`src/rtl/mem_stage_pkg.sv`:
```
// Shared types and constants for the MEM pipeline stage controller and its watchdog.
// Holds the FSM state encoding, MEM/WB record layout and the misaligned/conflicting access check.
package mem_stage_pkg;

  localparam int DATA_W      = 32;
  localparam int REG_W       = 5;
  localparam int TIMEOUT_DEF = 255;
  localparam int CNT_W       = 8;

  typedef enum logic {
    IDLE   = 1'b0,
    ACCESS = 1'b1
  } state_t;

  // How the MEM/WB register is updated on the next clock edge
  typedef enum logic [2:0] {
    WB_HOLD   = 3'd0,
    WB_PASS   = 3'd1,
    WB_NOWR   = 3'd2,
    WB_BUBBLE = 3'd3,
    WB_LOAD   = 3'd4
  } wb_sel_t;

  typedef struct packed {
    logic [DATA_W-1:0] rdata;
    logic [DATA_W-1:0] alu;
    logic [REG_W-1:0]  rd;
    logic              memtoreg;
    logic              regwrite;
  } wb_t;

  // Word accesses must be aligned, and a single op cannot both read and write
  function automatic logic access_fault(input logic [1:0] addr_lsb,
                                        input logic       rd,
                                        input logic       wr);
    return (addr_lsb != 2'b00) || (rd && wr);
  endfunction

endpackage

```
`src/rtl/mem_timeout_ctr.sv`:
```
// Watchdog for outstanding memory accesses: counts cycles while count=1, cleared by clear.
// expired is combinational from the count; the counter saturates once expired.
module mem_timeout_ctr
  import mem_stage_pkg::*;
#(
  parameter int unsigned TIMEOUT = TIMEOUT_DEF
) (
  input  logic clk,
  input  logic reset,
  input  logic clear,
  input  logic count,
  output logic expired
);

  localparam logic [CNT_W-1:0] LIMIT = CNT_W'(TIMEOUT - 1);

  logic [CNT_W-1:0] cnt;

  // The count holds k-1 during the k-th access cycle, so expiry lands on cycle TIMEOUT
  assign expired = (cnt == LIMIT);

  always_ff @(posedge clk or negedge reset) begin
    if (!reset) begin
      cnt <= '0;
    end else if (clear) begin
      cnt <= '0;
    end else if (count && !expired) begin
      cnt <= cnt + 1'b1;
    end
  end

endmodule

```
`src/rtl/mem_stage_ctrl.sv`:
```
// MEM stage: issues data-memory requests, builds MEM/WB; 1-cycle latency for ALU ops, memory ops wait for ack.
// Backpressure: stall holds upstream while an access is pending; a watchdog aborts unanswered accesses.
module mem_stage_ctrl
  import mem_stage_pkg::*;
#(
  parameter int unsigned TIMEOUT = TIMEOUT_DEF
) (
  input  logic              clk,
  input  logic              reset,
  input  logic              enable,
  input  logic              Branch,
  input  logic              MemRead,
  input  logic              MemtoReg,
  input  logic              MemWrite,
  input  logic              RegWrite,
  input  logic [DATA_W-1:0] Add,
  input  logic              Zero,
  input  logic [DATA_W-1:0] ALUResult,
  input  logic [DATA_W-1:0] ReadData2,
  input  logic [REG_W-1:0]  Mux,
  output logic              mem_req,
  output logic              mem_we,
  output logic [DATA_W-1:0] mem_addr,
  output logic [DATA_W-1:0] mem_wdata,
  input  logic [DATA_W-1:0] mem_rdata,
  input  logic              mem_ack,
  output logic              stall,
  output logic              PCSrc,
  output logic [DATA_W-1:0] BranchTarget,
  output logic [DATA_W-1:0] ReadData_Out,
  output logic [DATA_W-1:0] ALUResult_Out,
  output logic [REG_W-1:0]  Mux_Out,
  output logic              MemtoReg_Out,
  output logic              RegWrite_Out,
  output logic              err
);

  state_t  state, state_nxt;
  wb_sel_t wb_sel;
  wb_t     wb_q, wb_nxt, wb_pass;
  logic    memop, fault, expired;
  logic    issue, retire, err_set;

  assign memop = MemRead | MemWrite;
  assign fault = access_fault(ALUResult[1:0], MemRead, MemWrite);

  mem_timeout_ctr #(
    .TIMEOUT (TIMEOUT)
  ) u_wdog (
    .clk     (clk),
    .reset   (reset),
    .clear   (state != ACCESS),
    .count   (state == ACCESS),
    .expired (expired)
  );

  always_ff @(posedge clk or negedge reset) begin
    if (!reset) begin
      state <= IDLE;
    end else begin
      state <= state_nxt;
    end
  end

  always_comb begin
    state_nxt = state;
    wb_sel    = WB_HOLD;
    stall     = 1'b0;
    issue     = 1'b0;
    retire    = 1'b0;
    err_set   = 1'b0;
    case (state)
      IDLE: begin
        if (enable) begin
          if (!memop) begin
            wb_sel = WB_PASS;
          end else if (fault) begin
            wb_sel  = WB_NOWR;
            err_set = 1'b1;
          end else begin
            stall     = 1'b1;
            issue     = 1'b1;
            wb_sel    = WB_BUBBLE;
            state_nxt = ACCESS;
          end
        end
      end
      ACCESS: begin
        // An ack arriving on the expiry cycle still completes the access normally
        if (mem_ack) begin
          wb_sel    = WB_LOAD;
          retire    = 1'b1;
          state_nxt = IDLE;
        end else if (expired) begin
          wb_sel    = WB_NOWR;
          retire    = 1'b1;
          err_set   = 1'b1;
          state_nxt = IDLE;
        end else begin
          stall = 1'b1;
        end
      end
      default: state_nxt = IDLE;
    endcase
    PCSrc = Branch & Zero & enable & ~stall;
  end

  assign BranchTarget = Add;

  assign wb_pass = '{rdata: '0, alu: ALUResult, rd: Mux, memtoreg: MemtoReg, regwrite: RegWrite};

  always_comb begin
    wb_nxt = wb_q;
    case (wb_sel)
      WB_PASS:   wb_nxt = wb_pass;
      WB_NOWR: begin
        wb_nxt          = wb_pass;
        wb_nxt.regwrite = 1'b0;
      end
      WB_BUBBLE: wb_nxt = '0;
      WB_LOAD: begin
        wb_nxt       = wb_pass;
        wb_nxt.rdata = mem_we ? '0 : mem_rdata;
      end
      default:   wb_nxt = wb_q;
    endcase
  end

  always_ff @(posedge clk or negedge reset) begin
    if (!reset) begin
      wb_q <= '0;
      err  <= 1'b0;
    end else begin
      wb_q <= wb_nxt;
      err  <= err_set;
    end
  end

  // Request fields are captured once at issue and stay put until ack or abort
  always_ff @(posedge clk or negedge reset) begin
    if (!reset) begin
      mem_req   <= 1'b0;
      mem_we    <= 1'b0;
      mem_addr  <= '0;
      mem_wdata <= '0;
    end else if (issue) begin
      mem_req   <= 1'b1;
      mem_we    <= MemWrite;
      mem_addr  <= ALUResult;
      mem_wdata <= ReadData2;
    end else if (retire) begin
      mem_req <= 1'b0;
      mem_we  <= 1'b0;
    end
  end

  assign ReadData_Out  = wb_q.rdata;
  assign ALUResult_Out = wb_q.alu;
  assign Mux_Out       = wb_q.rd;
  assign MemtoReg_Out  = wb_q.memtoreg;
  assign RegWrite_Out  = wb_q.regwrite;

endmodule
```
`config.mk`:
```
export PLATFORM = sky130hd
export DESIGN_NAME = mem_stage_ctrl
export DESIGN_NICKNAME = d
export VERILOG_FILES = /design/src/rtl/mem_stage_pkg.sv /design/src/rtl/mem_timeout_ctr.sv /design/src/rtl/mem_stage_ctrl.sv
export SDC_FILE = /design/constraint.sdc
export NUM_CORES = 1
export LEC_CHECK = 0
export CAP_MARGIN = 10
export CORE_UTILIZATION = 41
export CTS_BUF_LIST = sky130_fd_sc_hd__clkbuf_8
export DETAILED_ROUTE_END_ITERATION = 8
export PLACE_DENSITY = 0.82
export SETUP_SLACK_MARGIN = 0.5
export SYNTH_ARGS = -nofsm -noshare
export SYNTH_HDL_FRONTEND = slang
export SYNTH_HIERARCHICAL = 1
export SYNTH_SLANG_ARGS = --single-unit
```
`constraint.sdc`:
```
create_clock -name clk -period 3.4 [get_ports clk]
set_input_delay 0.85 -clock clk [delete_from_list [all_inputs] [get_ports clk]]
set_output_delay 0.85 -clock clk [all_outputs]
set_load 0.01 [all_outputs]
```
=== Word level (Yosys, flattened, before mapping) ===
Cells that the tools add are included.

* Bitwise operators: 6
* Multiplexer cells: 28
* Eq/ne operators: 6
* Reduce and logical (&&, ||, !) cells: 7
* $add $sub $neg: 1

{| class="wikitable"
|+ Operators by type and width
! kind !! number
|-
| one-hot mux 71 bit (4 select lines) || 1
|-
| two-way mux 32 bit || 1
|-
| two-way mux 1 bit || 17
|-
| two-way mux 8 bit || 2
|-
| adder 8 x 1 -> 8 bit (second input constant) || 1
|-
| equality test 8 bit (second input constant) || 1
|-
| equality test 3 x 2 -> 1 bit (second input constant) || 2
|-
| two-way mux 2 bit || 3
|-
| one-hot mux 3 bit (2 select lines) || 1
|-
| one-hot mux 1 bit (2 select lines) || 2
|-
| nonzero test 2 bit || 2
|-
| nonzero test 4 bit || 1
|-
| bitwise AND 1 bit || 3
|-
| equality test 3 x 1 -> 1 bit (second input constant) || 1
|-
| equality test 3 bit (second input constant) || 1
|-
| two-way mux 3 bit || 1
|-
| logical AND 1 bit || 2
|-
| inequality test 2 x 1 -> 1 bit (second input constant) || 1
|-
| inverter 1 bit || 2
|-
| zero test 1 bit || 1
|-
| logical OR 1 bit || 1
|-
| OR 1 bit || 1
|}

* Word-level logic and storage cells: 60
* Output and inout bits: 172
* Register bits: 147

=== Longest topological paths before layout ===
* Depth in word-level cells: 8
* Mapped depth: 9

=== Hierarchy ===
Netlist, hierarchy kept.

{| class="wikitable"
|+ Modules (own cells, without submodules)
! module !! area an instance (µm²) !! cells each !! instances
|-
| mem_stage_ctrl || 5,627.9 || 395 || 1
|-
| mem_timeout_ctr || 495.5 || 53 || 1
|}

=== Worst setup path after synthesis ===
Ideal clock, no wire load.

* Path kind: register to output
* Start point: register u_wdog.cnt[0]
* End point: output PCSrc
* Stages on the path, launching flop included: 9
* Path slack: 606 ps
* Arrival time: 1,944 ps
* Required time: 2,550 ps
* Path through: dfrtp_1 inv_1 ha_1 nand3_1 nor2_1 or3b_2 clkbuf_1 buf_1 nor3b_1

* Word-level cells in the longest chain between the ends: 6

{| class="wikitable"
|+ Ends and longest elaborated chain
! what !! RTL line !! RTL
|-
| start: declaration || mem_timeout_ctr.sv:17 || <nowiki>logic [CNT_W-1:0] cnt;</nowiki>
|-
| start signal: assignment || mem_timeout_ctr.sv:28 || <nowiki>cnt <= cnt + 1'b1;</nowiki>
|-
| equality test 8 bit || mem_timeout_ctr.sv:20 || <nowiki>assign expired = (cnt == LIMIT);</nowiki>
|-
| named net expired || mem_stage_ctrl.sv:41 || <nowiki>logic memop, fault, expired;</nowiki>
|-
| two-way mux 1 bit || mem_stage_ctrl.sv:94 || <nowiki>end else if (expired) begin</nowiki>
|-
| two-way mux 1 bit || mem_stage_ctrl.sv:90 || <nowiki>if (mem_ack) begin</nowiki>
|-
| one-hot mux 1 bit (2 select lines) || mem_stage_ctrl.sv:72 || <nowiki>case (state)</nowiki>
|-
| inverter 1 bit || mem_stage_ctrl.sv:105 || <nowiki>PCSrc = Branch & Zero & enable & ~stall;</nowiki>
|-
| bitwise AND 1 bit || mem_stage_ctrl.sv:105 ||
|-
| end: declaration || mem_stage_ctrl.sv:28 || <nowiki>output logic PCSrc,</nowiki>
|}

The timed path passes the listed nets, and every way through them passes these cells.

=== Worst setup path in the final report ===
* Start point: input mem_ack
* End point: output PCSrc

* Word-level cells in the longest chain between the ends: 4

{| class="wikitable"
|+ Ends and longest elaborated chain
! what !! RTL line !! RTL
|-
| start: declaration || mem_stage_ctrl.sv:26 || <nowiki>input logic mem_ack,</nowiki>
|-
| two-way mux 1 bit || mem_stage_ctrl.sv:90 ||
|-
| one-hot mux 1 bit (2 select lines) || mem_stage_ctrl.sv:72 ||
|-
| inverter 1 bit || mem_stage_ctrl.sv:105 ||
|-
| bitwise AND 1 bit || mem_stage_ctrl.sv:105 ||
|}

No other way between the ends.

==> results.cfg <==
[cells_and_area]
fin_util = 0.624
layout-drive-gt1-share = 0.192
area_delta_synth_final_pct = 48.2
nets = 817
fin_cells = 867
fillerInstances = 1114
diodes = 0

[power_and_ir_drop]
leakagePower_uw = 0.00399
ir_worst_vdd_mv = 0.489
p_per_area_nw_per_um2 = 549

[clocking]
clkLatencyLatePin_ns = 0.44
htree_levels = 4
cts_root_buffer = clkbuf_8
cts_tree = done
cts_made_buffers = 17
clock_path_buffers = 2
cts.clk_slew.worst_paths_ns = 0.07
cts.sinks = 147
holdBufCountCts = 0

[routing]
drtIter0Drc = 211
antenna_left = 0
via_count = 4644
wl_per_cell_um = 19.0
vias_per_cell = 5.36
first_pass_iters = 4
drc = 0
finalWirelength_mm = 16.5

[synthesis]
yosys.area.top_type = dfrtp_1
ys_seq_elements = 147
yosysWarnings = 6
synthMostInstantiatedCell = dfrtp_1
synthTopCellsByArea = dfrtp_1 60%, mux2_2 7.7%, mux2_4 6.4%
ys_types = 40
netlist_area_um2 = 6120
syn_area_per_cell_um2 = 13.7
synth_flop_cell = dfrtp_1
synth_edf_count = 0
async_reset_ff_frac = 1.00
synthTopCellsByCount = 147 x dfrtp_1, 42 x mux2_2, 40 x nand3_1, 36 x o2bb2ai_1, 33 x a22o_1
syn_nets = 593
synthXorXnorAreaFrac = 0.00143
synth_top_family_by_area = multiplexers
synth_compound_area_frac = 0.118
synth_seq_area_share = 0.601
synth_mux_area_frac = 0.143
synth_fa_ha_area_frac = 0.00409
yosysTopAreaCellShare = 0.601
syn_inst = 448
synth-simple-area-share = 0.0672

[timing]
setup_ws_ns = 0.558
clock.fmax_ghz = 0.352
tightest_slew_ns = 1.05
fin_crit_ns = 2.84
max_slew_margin = 0.301
drv_slew = 0
tns_ns = 0
finalSetupViolCount = 0
fin_skew_ns = 0.0125
finalCritPeriodShare = 0.836
rsz0062_at_grt = false
hold_violations = 0
whs_ns = 0.431

[flow_run]
drv_cap = 0

[worst_setup_path]
path_cells = clkdlybuf4s50_1 -> or3b_4 -> nor3b_1 -> buf_2
end_kind = output pin
critPathMaxFanout = 3
setup.worst_path.class = input pin to output pin
cp.required_ns = 2.55
start_kind = input pin
crit_arrival_ns = 1.99
critPathSlowestCell = clkdlybuf4s50_1
crit_family = buffers and inverters
cp.buffers_inverters = 2
slowest_delay_ns = 0.43

[die]
core_region_area_um2 = 14500
rows = 44
die_w_um = 124
initial_utilization = 0.421
ioPinCount = 315
die-height_um = 124
dieArea_um2 = 15400

[global_routing]
track_usage = 0.217
grt_max_degree = 76
grt_pass1_wl_mm = 26.4
grt-ovfl-total = 0
grt_pass1_vias = 4961
antenna_found_initial = 0

[hold_path]
hp-class = input pin to asynchronous set/reset pin

[placed_design]
post-place-ws_ns = -0.0879
gp_congestion = 0.850
dp_cells = 836
dp_hpwl_mm = 11.6
portBuffers = 250

[status]
status = finished, final reports clean
==> final cells by class <==
| class | instances | area (um^2) | share of cell area |
|---|---|---|---|
| Sequential cell | 147 | 3680 | 0.405 |
| Timing Repair Buffer | 267 | 2660 | 0.293 |
| Multi-Input combinational cell | 235 | 2090 | 0.230 |
| Clock buffer | 20 | 275 | 0.0303 |
| Tap cell | 184 | 230 | 0.0254 |
| Clock inverter | 10 | 133 | 0.0146 |
| Inverter | 4 | 15.0 | 0.00165 |
==> cells by family (layout without fill, tap and decap cells) <==
kind of cell / count (synthesis) / in the layout
xor gates and xnor gates: 1 / 1
and+or+nand+nor: 76 / 76
muxes: 69 / 69
adders and majority gates: 2 / 2
DFF: 147 / 147
buffers and inverters: 66 / 301
AOI/OAI and AO/OA: 87 / 87
==> registers in the layout, summed over array words and instances, names as in the netlist <==
name,count
ALUResult_Out,32
MemtoReg_Out,1
Mux_Out,5
ReadData_Out,32
RegWrite_Out,1
err,1
mem_addr,32
mem_req,1
mem_wdata,32
mem_we,1
state,1
u_wdog/cnt,8
==> layer usage <==
metal	global-route usage	wire length [um]	vias up
met2	0.367	8350	194
met1	0.246	6380	2347
li1	-	-	2051
met4	0.0872	416	0
met5	0	0	-
met3	0.0815	1340	52
==> placed cells by master, fill, tap and decap left out, drive strengths merged, types with 2 or more instances in the layout <==
| cell | instances |
|---|---|
| o31ai | 2 |
| clkdlybuf4s50 | 242 |
| o21ai | 3 |
| a211oi | 2 |
| clkinv | 7 |
| nor2b | 4 |
| nand3 | 40 |
| clkbuf | 20 |
| a22o | 33 |
| ha | 2 |
| and2 | 2 |
| inv | 4 |
| and3 | 2 |
| dlygate4sd2 | 5 |
| bufinv | 3 |
| a31oi | 2 |
| nor2 | 9 |
| nand4 | 2 |
| buf | 20 |
| dfrtp | 147 |
| mux2 | 68 |
| o2bb2ai | 36 |
| nand2 | 8 |
| a21oi | 5 |
==> what timing repair did <==
item / in CTS / in global routing
pin swaps: 2 / 0
resized for setup: 19 / 2
endpoints found under the setup margin: 2 / 1
hold endpoints to repair: 0 / 0
buffers inserted: 1 / 0
==> metrics by stage <==
step	instance area [um^2]	total power [uW]
finish	9070	4980
global route	9070	5200
CTS	9060	5030
detailed placement	8640	3610
global placement	8640	3560
floorplan	6120	2760
==> worst paths after layout <==
check	start	endpoint	slack (ns)	depth (start not counted)
worst max register to register	u_wdog/cnt[0]	ReadData_Out[14]	0.98	9
worst min register to register	mem_addr[1]	mem_addr[1]	0.49	1
worst max-delay path	mem_ack	PCSrc	0.56	4
min in group clk	mem_addr[1]	mem_addr[1]	0.49	1
max in group asynchronous	reset	ReadData_Out[20]	2.26	2
worst min-delay path	reset	mem_addr[30]	0.43	1
==> power breakdown <==
part	total [uW]	internal (uW)	switching (uW)
sequential	2200	2030	166
clock	1410	772	636
combinational	1370	862	506
total	4980	3670	1310
Note: power is estimated with default switching activity, not from simulation.
